==> src/rtl/csr_regfile.sv <==
// csr_regfile: machine-mode CSR storage with combinational read/bypass,
// registered write commit, trap/MRET state updates and 64-bit counters.
// Optional feature macro: CSR_COUNTER_EN (mcycle/minstret and user aliases).
// Ports: clk_in, reset_in (async, active-high);
//   read:  csr_raddr_in -> csr_rdata_out, csr_illegal_out (combinational);
//   write: csr_we_in, csr_waddr_in, csr_wdata_in (commit on next edge);
//   trap:  trap_valid_in, trap_epc_in, trap_cause_in; mret_in; instret_in;
//   state: mtvec_out, mepc_out, mie_global_out.
module csr_regfile (
   input  logic        clk_in,
   input  logic        reset_in,
   input  logic [11:0] csr_raddr_in,
   output logic [31:0] csr_rdata_out,
   output logic        csr_illegal_out,
   input  logic        csr_we_in,
   input  logic [11:0] csr_waddr_in,
   input  logic [31:0] csr_wdata_in,
   input  logic        trap_valid_in,
   input  logic [31:0] trap_epc_in,
   input  logic [31:0] trap_cause_in,
   input  logic        mret_in,
   input  logic        instret_in,
   output logic [31:0] mtvec_out,
   output logic [31:0] mepc_out,
   output logic        mie_global_out
);

   localparam int DATA_WIDTH  = 32;
   localparam int RDATA_WIDTH = 32;

   localparam logic [11:0] A_MSTATUS  = 12'h300;
   localparam logic [11:0] A_MISA     = 12'h301;
   localparam logic [11:0] A_MIE      = 12'h304;
   localparam logic [11:0] A_MTVEC    = 12'h305;
   localparam logic [11:0] A_MSCRATCH = 12'h340;
   localparam logic [11:0] A_MEPC     = 12'h341;
   localparam logic [11:0] A_MCAUSE   = 12'h342;
   localparam logic [11:0] A_MHARTID  = 12'hF14;
   localparam logic [11:0] A_MCYCLE   = 12'hB00;
   localparam logic [11:0] A_MCYCLEH  = 12'hB80;
   localparam logic [11:0] A_MINSTRET = 12'hB02;
   localparam logic [11:0] A_MINSTRETH= 12'hB82;
   localparam logic [11:0] A_CYCLE    = 12'hC00;
   localparam logic [11:0] A_CYCLEH   = 12'hC80;
   localparam logic [11:0] A_INSTRET  = 12'hC02;
   localparam logic [11:0] A_INSTRETH = 12'hC82;

   localparam logic [RDATA_WIDTH-1:0] MISA_VAL = 32'h4000_0100;

   logic                  r_mie;
   logic                  r_mpie;
   logic [DATA_WIDTH-1:0] r_mie_reg;
   logic [DATA_WIDTH-1:0] r_mtvec;
   logic [DATA_WIDTH-1:0] r_mscratch;
   logic [DATA_WIDTH-1:0] r_mepc;
   logic [DATA_WIDTH-1:0] r_mcause;

   logic [DATA_WIDTH-1:0]  w_mstatus;
   logic [DATA_WIDTH-1:0]  w_wmasked;
   logic [RDATA_WIDTH-1:0] w_rd;
   logic                   w_ill;
   logic                   w_rd_writable;
   logic                   w_bypass;

   // MPP is hardwired to machine mode
   assign w_mstatus = {19'd0, 2'b11, 3'd0, r_mpie, 3'd0, r_mie, 3'd0};

   function automatic logic wr_hit(input logic [11:0] a);
      return csr_we_in && (csr_waddr_in == a);
   endfunction

   // Write data after field masking, as it would be stored
   always_comb begin
      w_wmasked = csr_wdata_in;
      case (csr_waddr_in)
         A_MSTATUS:
            w_wmasked = {19'd0, 2'b11, 3'd0, csr_wdata_in[7],
                         3'd0, csr_wdata_in[3], 3'd0};
         A_MTVEC: w_wmasked = {csr_wdata_in[31:2], 2'b00};
         A_MEPC:  w_wmasked = {csr_wdata_in[31:1], 1'b0};
         default: w_wmasked = csr_wdata_in;
      endcase
   end

`ifdef CSR_COUNTER_EN
   logic [63:0] r_mcycle;
   logic [63:0] r_minstret;

   always_ff @(posedge clk_in or posedge reset_in) begin
      if (reset_in) begin
         r_mcycle   <= 64'd0;
         r_minstret <= 64'd0;
      end else begin
         // A write to either half suppresses the whole counter's increment
         if (wr_hit(A_MCYCLE))
            r_mcycle[31:0] <= csr_wdata_in;
         else if (wr_hit(A_MCYCLEH))
            r_mcycle[63:32] <= csr_wdata_in;
         else
            r_mcycle <= r_mcycle + 64'd1;

         if (wr_hit(A_MINSTRET))
            r_minstret[31:0] <= csr_wdata_in;
         else if (wr_hit(A_MINSTRETH))
            r_minstret[63:32] <= csr_wdata_in;
         else if (instret_in)
            r_minstret <= r_minstret + 64'd1;
      end
   end
`else
   logic w_unused_instret;
   assign w_unused_instret = instret_in;
`endif

   always_ff @(posedge clk_in or posedge reset_in) begin
      if (reset_in) begin
         r_mie      <= 1'b0;
         r_mpie     <= 1'b0;
         r_mie_reg  <= '0;
         r_mtvec    <= '0;
         r_mscratch <= '0;
         r_mepc     <= '0;
         r_mcause   <= '0;
      end else begin
         if (trap_valid_in) begin
            r_mpie <= r_mie;
            r_mie  <= 1'b0;
         end else if (mret_in) begin
            r_mie  <= r_mpie;
            r_mpie <= 1'b1;
         end else if (wr_hit(A_MSTATUS)) begin
            r_mie  <= csr_wdata_in[3];
            r_mpie <= csr_wdata_in[7];
         end

         if (trap_valid_in) begin
            r_mepc   <= {trap_epc_in[31:1], 1'b0};
            r_mcause <= trap_cause_in;
         end else begin
            if (wr_hit(A_MEPC))
               r_mepc <= {csr_wdata_in[31:1], 1'b0};
            if (wr_hit(A_MCAUSE))
               r_mcause <= csr_wdata_in;
         end

         if (wr_hit(A_MIE))      r_mie_reg  <= csr_wdata_in;
         if (wr_hit(A_MTVEC))    r_mtvec    <= {csr_wdata_in[31:2], 2'b00};
         if (wr_hit(A_MSCRATCH)) r_mscratch <= csr_wdata_in;
      end
   end

   always_comb begin
      w_rd          = '0;
      w_ill         = 1'b0;
      w_rd_writable = 1'b0;
      case (csr_raddr_in)
         A_MSTATUS:  begin w_rd = w_mstatus;  w_rd_writable = 1'b1; end
         A_MISA:     w_rd = MISA_VAL;
         A_MIE:      begin w_rd = r_mie_reg;  w_rd_writable = 1'b1; end
         A_MTVEC:    begin w_rd = r_mtvec;    w_rd_writable = 1'b1; end
         A_MSCRATCH: begin w_rd = r_mscratch; w_rd_writable = 1'b1; end
         A_MEPC:     begin w_rd = r_mepc;     w_rd_writable = 1'b1; end
         A_MCAUSE:   begin w_rd = r_mcause;   w_rd_writable = 1'b1; end
         A_MHARTID:  w_rd = '0;
`ifdef CSR_COUNTER_EN
         A_MCYCLE:    begin w_rd = r_mcycle[31:0];    w_rd_writable = 1'b1; end
         A_MCYCLEH:   begin w_rd = r_mcycle[63:32];   w_rd_writable = 1'b1; end
         A_MINSTRET:  begin w_rd = r_minstret[31:0];  w_rd_writable = 1'b1; end
         A_MINSTRETH: begin w_rd = r_minstret[63:32]; w_rd_writable = 1'b1; end
         A_CYCLE:     w_rd = r_mcycle[31:0];
         A_CYCLEH:    w_rd = r_mcycle[63:32];
         A_INSTRET:   w_rd = r_minstret[31:0];
         A_INSTRETH:  w_rd = r_minstret[63:32];
`endif
         default:    w_ill = 1'b1;
      endcase
   end

   assign w_bypass = w_rd_writable && csr_we_in &&
                     (csr_waddr_in == csr_raddr_in);

   assign csr_rdata_out   = w_bypass ? w_wmasked : w_rd;
   assign csr_illegal_out = w_ill;
   assign mtvec_out       = r_mtvec;
   assign mepc_out        = r_mepc;
   assign mie_global_out  = r_mie;

endmodule

==> config.mk <==
export PLATFORM = sky130hd
export DESIGN_NAME = csr_regfile
export DESIGN_NICKNAME = d
export VERILOG_FILES = /design/src/rtl/csr_regfile.sv
export SDC_FILE = /design/constraint.sdc
export NUM_CORES = 1
export LEC_CHECK = 0
export ABC_CLOCK_PERIOD_IN_PS = 7200
export CAP_MARGIN = 20
export CELL_PAD_IN_SITES_DETAIL_PLACEMENT = 1
export CELL_PAD_IN_SITES_GLOBAL_PLACEMENT = 1
export CORE_UTILIZATION = 38
export CTS_CLUSTER_SIZE = 14
export DETAILED_ROUTE_END_ITERATION = 16
export GPL_TIMING_DRIVEN = 0
export PLACE_DENSITY_LB_ADDON = 0.15
export SETUP_SLACK_MARGIN = 0.15
export SLEW_MARGIN = 10
export SYNTH_ARGS = -nofsm -noshare
export SYNTH_HDL_FRONTEND = slang
export SYNTH_SLANG_ARGS = --single-unit
==> constraint.sdc <==
create_clock -name clk_in -period 7.2 [get_ports clk_in]
set_input_delay 1.08 -clock clk_in [delete_from_list [all_inputs] [get_ports clk_in]]
set_output_delay 1.08 -clock clk_in [all_outputs]
set_load 0.01 [all_outputs]
After elaboration in Yosys (flattened, before gate mapping)
Index checks and enable logic that the tools add are counted.

cells by class
  multiplexer cells = 15
  equality and inequality tests = 15
  reduce and logical (&&, ||, !) cells = 13

operators by type and width
  kind                  count
  $pmux 32 s7           1
  $mux 32               5
  $eq 12x10->1 const B  13
  $pmux 32 s3           1
  $eq 12x12->1          1
  $eq 12x12->1 const B  1
  $logic_and 1x1->1     8
  $mux 1                8
  $reduce_or 8->1       1
  $reduce_or 6->1       1
  $reduce_bool 2->1     2
  $reduce_bool 3->1     1

storage, ports and cells
  logic and storage cells = 50
  register bits = 160
  bits of input ports = 126

Longest topological paths before layout
Gate-level depths: netlist of the first run.

  word-level depth = 6
  gate-level depth with buffers = 8
  mapped depth without buffers = 5

Least setup slack after synthesis of the first run
No wires, ideal clock.

  path type = in2out
  from = in csr_raddr_in[6]
  to = out csr_rdata_out[10]
  stages = 7
  required time = 6.120 ns
  arrival = 2.827 ns
  slack = 3.293 ns
  path through = clkbuf_1 > xnor2_1 > nand3_1 > or4_1 > nor3b_4 > buf_4 > o2bb2ai_1

on the way
  cells in the longest elaborated chain, start to end = 6
  elaborated cells on any way between the ends = 14
  classes of those cells = 8 x eq/ne; 3 x mux; 3 x reduce/logical

ends and longest elaborated chain
  item                              line  text
  start: declaration                12    input logic [11:0] csr_raddr_in,
  $eq 12x10->1                      156   case (csr_raddr_in)
  $reduce_or 6->1 (no source line)  -
  $mux 1                            156
  $logic_and 1x1->1 (2 in series)   179   assign w_bypass = w_rd_writable && csr_we_in &&
  $mux 32 *                         182   assign csr_rdata_out = w_bypass ? w_wmasked : w_rd;
  end: declaration                  13    output logic [31:0] csr_rdata_out,

Mark *: on every way between the ends. The rest lies on a longest branch, timed or not.

Worst setup path after layout of the first run
  from = in csr_raddr_in[8]
  to = out csr_rdata_out[20]

The elaborated chain is that of the path after synthesis.

==> flow_summary.toml, run 1 <==
[outcome]
status = "finished, final reports clean"

[timing]
drv_slew = 0
hold_viol = 0
fin_crit_ps = 5860
setup_viol = 0
worst_pin_slew_ps = 1080
min_period_over_period_pct = 81.3
final.setup.worst_slack_ps = 1340
holdWs_ps = 486
max_freq_mhz = 171
slew_headroom_pct = 27.5
rsz0062_at_grt = "false"
finClkSkew_ps = 1.15

[clock_network]
cts_resized = 0
cts_tree = "done"
cts.clk_slew.worst_paths_ps = 60
hold_buffers = 0
cts_root_buf = "clkbuf_16"
clock_sinks = 159
cts_inserted_buffers = 17
cts_setup_buffers = 0
htreeDepth = 4
cts_max_path_buffers = 2
clk-insertion-delay-late_ps = 430

[floorplan]
die_x_microns = 153
rows = 54
core_area_sq_um = 22100
fp.dieArea_sq_um = 23400
initial_core_util_pct = 39.1
die_h_microns = 153
io_pins = 224

[finish]
drive_gt1_share_pct = 9.80
final_util_pct = 53.4
nFillCells = 2365
area_growth_pct = 36.3
fin_nets = 1144
fin_area_sq_um = 11800
fin_cells = 1312

[synth]
synth-main-ff-cell = "dfrtp_1"
ys_seq_area_share_pct = 46.0
synth_edf_count = 0
ys_ff_latch = 159
synthCells = 781
synth.distinct_cells = 57
synthArstFlopShare_pct = 100
avgSynthCellArea_sq_um = 11.1
syn_area_sq_um = 8650
ys_warn_count = 0

[worst_setup_path]
critPathLaunchType = "input port"
r2r_cells = 3
critPathMaxStageDelay_ps = 650
cp_slowest_cell = "clkbuf_1"
path_depth = 10
r2r-start = "r_mpie"
critPathArrivalTime_ps = 4780
cp-end-kind = "output pin"
cp.buffers_inverters = 5
worstPathCellList = "clkdlybuf4s50_1, nor4bb_1, buf_2, and2_1, clkbuf_1, clkbuf_1, o2bb2ai_1, a21oi_1, o2bb2ai_1, clkdlybuf4s50_1"
crit_required_ps = 6120
timing.rr.end = "mie_global_out"
path_class = "input port to output pin"
cp_max_fo = 10
reg2reg_slack_ps = 6180
crit_path_end = "csr_rdata_out[20]"
startpoint = "csr_raddr_in[8]"
critical-path-top-delay-family = "buffers and inverters"

[pwr]
p_leak_uw = 0.00546
power_density_nw_per_um2 = 184
ir_worst_vdd_v = 0.000139

[route]
wl_mm = 31.1
drtIter0Drc = 420
drc_errors = 0
route.antenna.remaining_nets = 0
vias_per_cell = 5.61
drt_pass1_iterations = 7
num_vias = 7357
drt-wirelength-per-cell_microns = 23.7

[global_route]
track_usage_pct = 27.4
grt_overflow = 0
antenna_found_initial = 1
grt_pass1_wl_mm = 48.0
grt_pass1_vias = 7818
grt_max_degree = 82

[job]
drv_cap = 0

[place]
hpwl_mm = 21.8
pre_cts_ws_ps = 1540
place_area_sq_um = 11200
portBuffers = 215
gp_congestion = 0.805
post-place-cells = 1279

[hold_path]
hp-start = "r_mie_reg[12]"
worst_hold_path_type = "register to register"
==> cell families (layout without fill, tap and decap cells) <==
group	after synthesis	after routing	share of synthesized area [%]
other cells	1	4	0.0434
xor+xnor	13	13	1.32
mux	218	218	26.6
flops	159	159	46.0
simple gates	157	157	9.01
buf+inv	65	313	4.05
compound gates	168	168	12.9
==> routing by layer <==
metal / global-route usage (%) / share of wire, % / wire length (microns)
met5: 0 / 0 / 0
met4: 8.32 / 1.8 / 565
met3: 4.54 / 5.1 / 1600
met2: 44.3 / 48 / 14800
met1: 37.6 / 45 / 14100
==> power breakdown <==
group | internal [uW] | switching [uW] | leakage, uW
Clock | 527 | 409 | 0.000290
Combinational | 138 | 136 | 0.00306
Sequential | 928 | 28.0 | 0.00211
Total | 1590 | 573 | 0.00546
==> cells in the mapped netlist, types with 2 or more instances <==
master / number / area, sq um
mux2i_1: 121 / 1210
a32oi_1: 2 / 17.5
buf_4: 6 / 45.0
nand2_1: 74 / 278
nand3b_1: 3 / 22.5
a21oi_1: 25 / 125
a211oi_1: 4 / 30.0
buf_1: 6 / 22.5
inv_1: 5 / 18.8
mux2_1: 62 / 698
nand3_1: 4 / 20.0
nor4_1: 2 / 12.5
mux2_2: 35 / 394
a22o_1: 2 / 17.5
o22ai_1: 5 / 31.3
nor2b_1: 5 / 31.3
nor2_1: 36 / 135
nor3_1: 4 / 20.0
a21oi_2: 2 / 17.5
o21ai_1: 5 / 25.0
dfrtp_1: 159 / 3980
nand4_1: 6 / 37.5
buf_12: 3 / 60.1
o21ai_0: 60 / 300
buf_6: 3 / 33.8
and3_1: 3 / 18.8
xnor2_1: 12 / 105
or4_1: 3 / 22.5
buf_2: 10 / 50.1
nor4_2: 2 / 25.0
clkbuf_1: 32 / 120
o221ai_1: 2 / 17.5
o2bb2ai_1: 49 / 429
nor3b_1: 2 / 15.0
a221oi_1: 2 / 17.5
a32o_1: 3 / 30.0
and2_1: 2 / 12.5
==> final cells by class <==
type	count	area, sq um	area share, %
clock buffers	18	439	3.73
multi-input cells	559	4330	36.7
diodes	1	2.50	0.0212
clock inverters	14	154	1.31
well taps	280	350	2.97
flip-flops and latches	159	3980	33.8
repair buffers	216	2180	18.5
inverters	5	26.3	0.223
plain buffers	60	332	2.81
==> cells in the final DEF, fill, tap and decap left out, drive strengths merged, types with 2 or more instances in the layout <==
cell type        n
a211oi           4
a21oi           27
a221oi           2
a22o             2
a32o             3
a32oi            2
and2             2
and3             3
buf             29
bufinv           2
clkbuf          50
clkdlybuf4s50  215
clkinv           3
clkinvlp         2
conb             3
dfrtp          159
inv             12
mux2            97
mux2i          121
nand2           74
nand3            4
nand3b           3
nand4            6
nor2            36
nor2b            5
nor3             4
nor3b            4
nor4             4
o21ai           65
o221ai           2
o22ai            5
o2bb2ai         49
or4              4
xnor2           12
==> worst min path at each step <==
stage	end	slack, ps	depth (start not counted)
3_5_place_dp	r_mie_reg[22]	480	1
5_1_grt	r_mie_reg[22]	500	1
4_1_cts	r_mie_reg[14]	490	1
6_report	r_mie_reg[12]	490	1
3_3_place_gp	r_mie_reg[5]	470	1
2_1_floorplan	r_mie_reg[10]	460	1
==> stage by stage <==
| step | setup TNS, ps | power (uW) |
|---|---|---|
| floorplan | 0 | 1070 |
| finish | 0 | 2170 |
| detailed placement | 0 | 1250 |
| global route | 0 | 2230 |
| CTS | 0 | 2170 |
| global placement | -93250 | 1240 |
No activity file was read; power rests on OpenSTA's default activity.
==> inputs of run 2 (changes only) <==
ABC_CLOCK_PERIOD_IN_PS = 5420   (was 7200)
clock period = 5.42 ns   (was 7.2 ns; I/O delays follow)
==> flow_summary.toml, run 2 (synthesized netlist as in run 1, its figures left out) <==
[worst_setup_path]
cp-end-kind = "output pin"
r2r_cells = 3
worstPathCellList = "clkdlybuf4s50_1, nor4bb_1, buf_2, and2_1, clkbuf_1, clkbuf_1, o2bb2ai_1, a21oi_1, o2bb2ai_1, clkdlybuf4s50_1"
cp_slowest_cell = "clkdlybuf4s50_1"
timing.rr.end = "r_mpie"
r2r-start = "mie_global_out"
reg2reg_slack_ps = 4400
cp_max_fo = 10
path_class = "input port to output pin"
cp.buffers_inverters = 5
crit_required_ps = 4610
critical-path-top-delay-family = "buffers and inverters"
critPathArrivalTime_ps = 4290
critPathMaxStageDelay_ps = 580
critPathLaunchType = "input port"

[clock_network]
clk-insertion-delay-late_ps = 430
cts_max_path_buffers = 2
htreeDepth = 4
cts_root_buf = "clkbuf_16"
cts_tree = "done"
clock_sinks = 159
cts_inserted_buffers = 17
cts.clk_slew.worst_paths_ps = 70

[timing]
rsz0062_at_grt = "false"
max_freq_mhz = 196
holdWs_ps = 487
drv_slew = 0
setup_viol = 0
final.setup.worst_slack_ps = 316
fin_crit_ps = 5100
min_period_over_period_pct = 94.2
hold_viol = 0
finClkSkew_ps = 1.15
worst_pin_slew_ps = 1050
slew_headroom_pct = 29.3

[finish]
area_growth_pct = 36.5
final_common_cell = "clkdlybuf4s50_1"
final_util_pct = 53.4
fin_area_sq_um = 11800
drive_gt1_share_pct = 10.1
mostFrequentLayoutCells = "215 x clkdlybuf4s50_1, 159 x dfrtp_1, 121 x mux2i_1"
fin_nets = 1146

[pwr]
power_density_nw_per_um2 = 244
ir_worst_vdd_v = 0.000185
p_leak_uw = 0.00547
power_uw = 2880

[route]
drt-wirelength-per-cell_microns = 23.7
drc_errors = 0
drtIter0Drc = 446
wl_mm = 31.1
num_vias = 7378
route.antenna.remaining_nets = 0
vias_per_cell = 5.61
drt_pass1_iterations = 7

[place]
hpwl_mm = 21.8
portBuffers = 215
place_area_sq_um = 11200
gp_congestion = 0.805
pre_cts_ws_ps = 289

[hold_path]
worstHoldPathCells = 1
worst_hold_path_type = "register to register"
hp-start = "r_mie_reg[4]"
worst_hold_path.endpoint = "r_mie_reg[4]"

[global_route]
grt_pass1_vias = 7818
track_usage_pct = 27.4
grt_pass1_wl_mm = 48.0
grt_overflow = 0
grt_max_degree = 82
antenna_found_initial = 1

[floorplan]
fp.dieArea_sq_um = 23400
initial_core_util_pct = 39.1
die_x_microns = 153
core_area_sq_um = 22100
die_h_microns = 153
io_pins = 224
rows = 54

[outcome]
status = "finished, final reports clean"

[job]
drv_cap = 0
run 2: final cells by class:
type                    count  area [sq um]
clock inverters            14           154
fillers                  2363         10300
multi-input cells         559          4330
clock buffers              18           439
diodes                      1          2.50
flip-flops and latches    159          3980
repair buffers            218          2190
plain buffers              60           333
inverters                   5          26.3
well taps                 280           350
run 2: worst max path at each step:
| stage | start | end | slack, ps | cells after the start |
|---|---|---|---|---|
| finish | csr_raddr_in[8] | csr_rdata_out[17] | 320 | 10 |
| global route | csr_raddr_in[8] | csr_rdata_out[16] | 240 | 10 |
| CTS | csr_raddr_in[8] | csr_rdata_out[20] | 220 | 10 |
| detailed placement | csr_raddr_in[3] | csr_rdata_out[30] | 290 | 8 |
| global placement | reset_in | r_mcause[1] | -2110 | 2 |
| floorplan | reset_in | mepc_out[10] | 320 | 1 |
run 2: worst register-to-register path: cells and delay by family, from the launching register on:
family / cells / cell delay [ps]
flops: 1 / 430
mux: 1 / 310
simple gates: 1 / 80
compound gates: 1 / 80
run 2: metal layers:
metal  up-vias  GRT usage [%]  wire [microns]
met3        36           4.54            1500
met1      3776           37.6           14300
met2       227           44.3           14700
met5         -              0               0
li1       3339              -               -
met4         0           8.32             588
run 2: report_power, final:
group | switching [uW] | internal [uW]
Sequential | 37.1 | 1230
Combinational | 181 | 183
Clock | 542 | 700
Total | 761 | 2120
run 2: per-stage QoR:
step,instances,TNS [ps]
floorplan,783,0
global placement,1278,-333820
detailed placement,1279,0
CTS,1311,0
global route,1314,0
finish,1314,0
run 2: timing repair:
action | CTS | global route
hold buffers | 0 | 0
gates resized for setup | 0 | 2
setup endpoints to repair | 0 | 20
setup buffers | 0 | 2
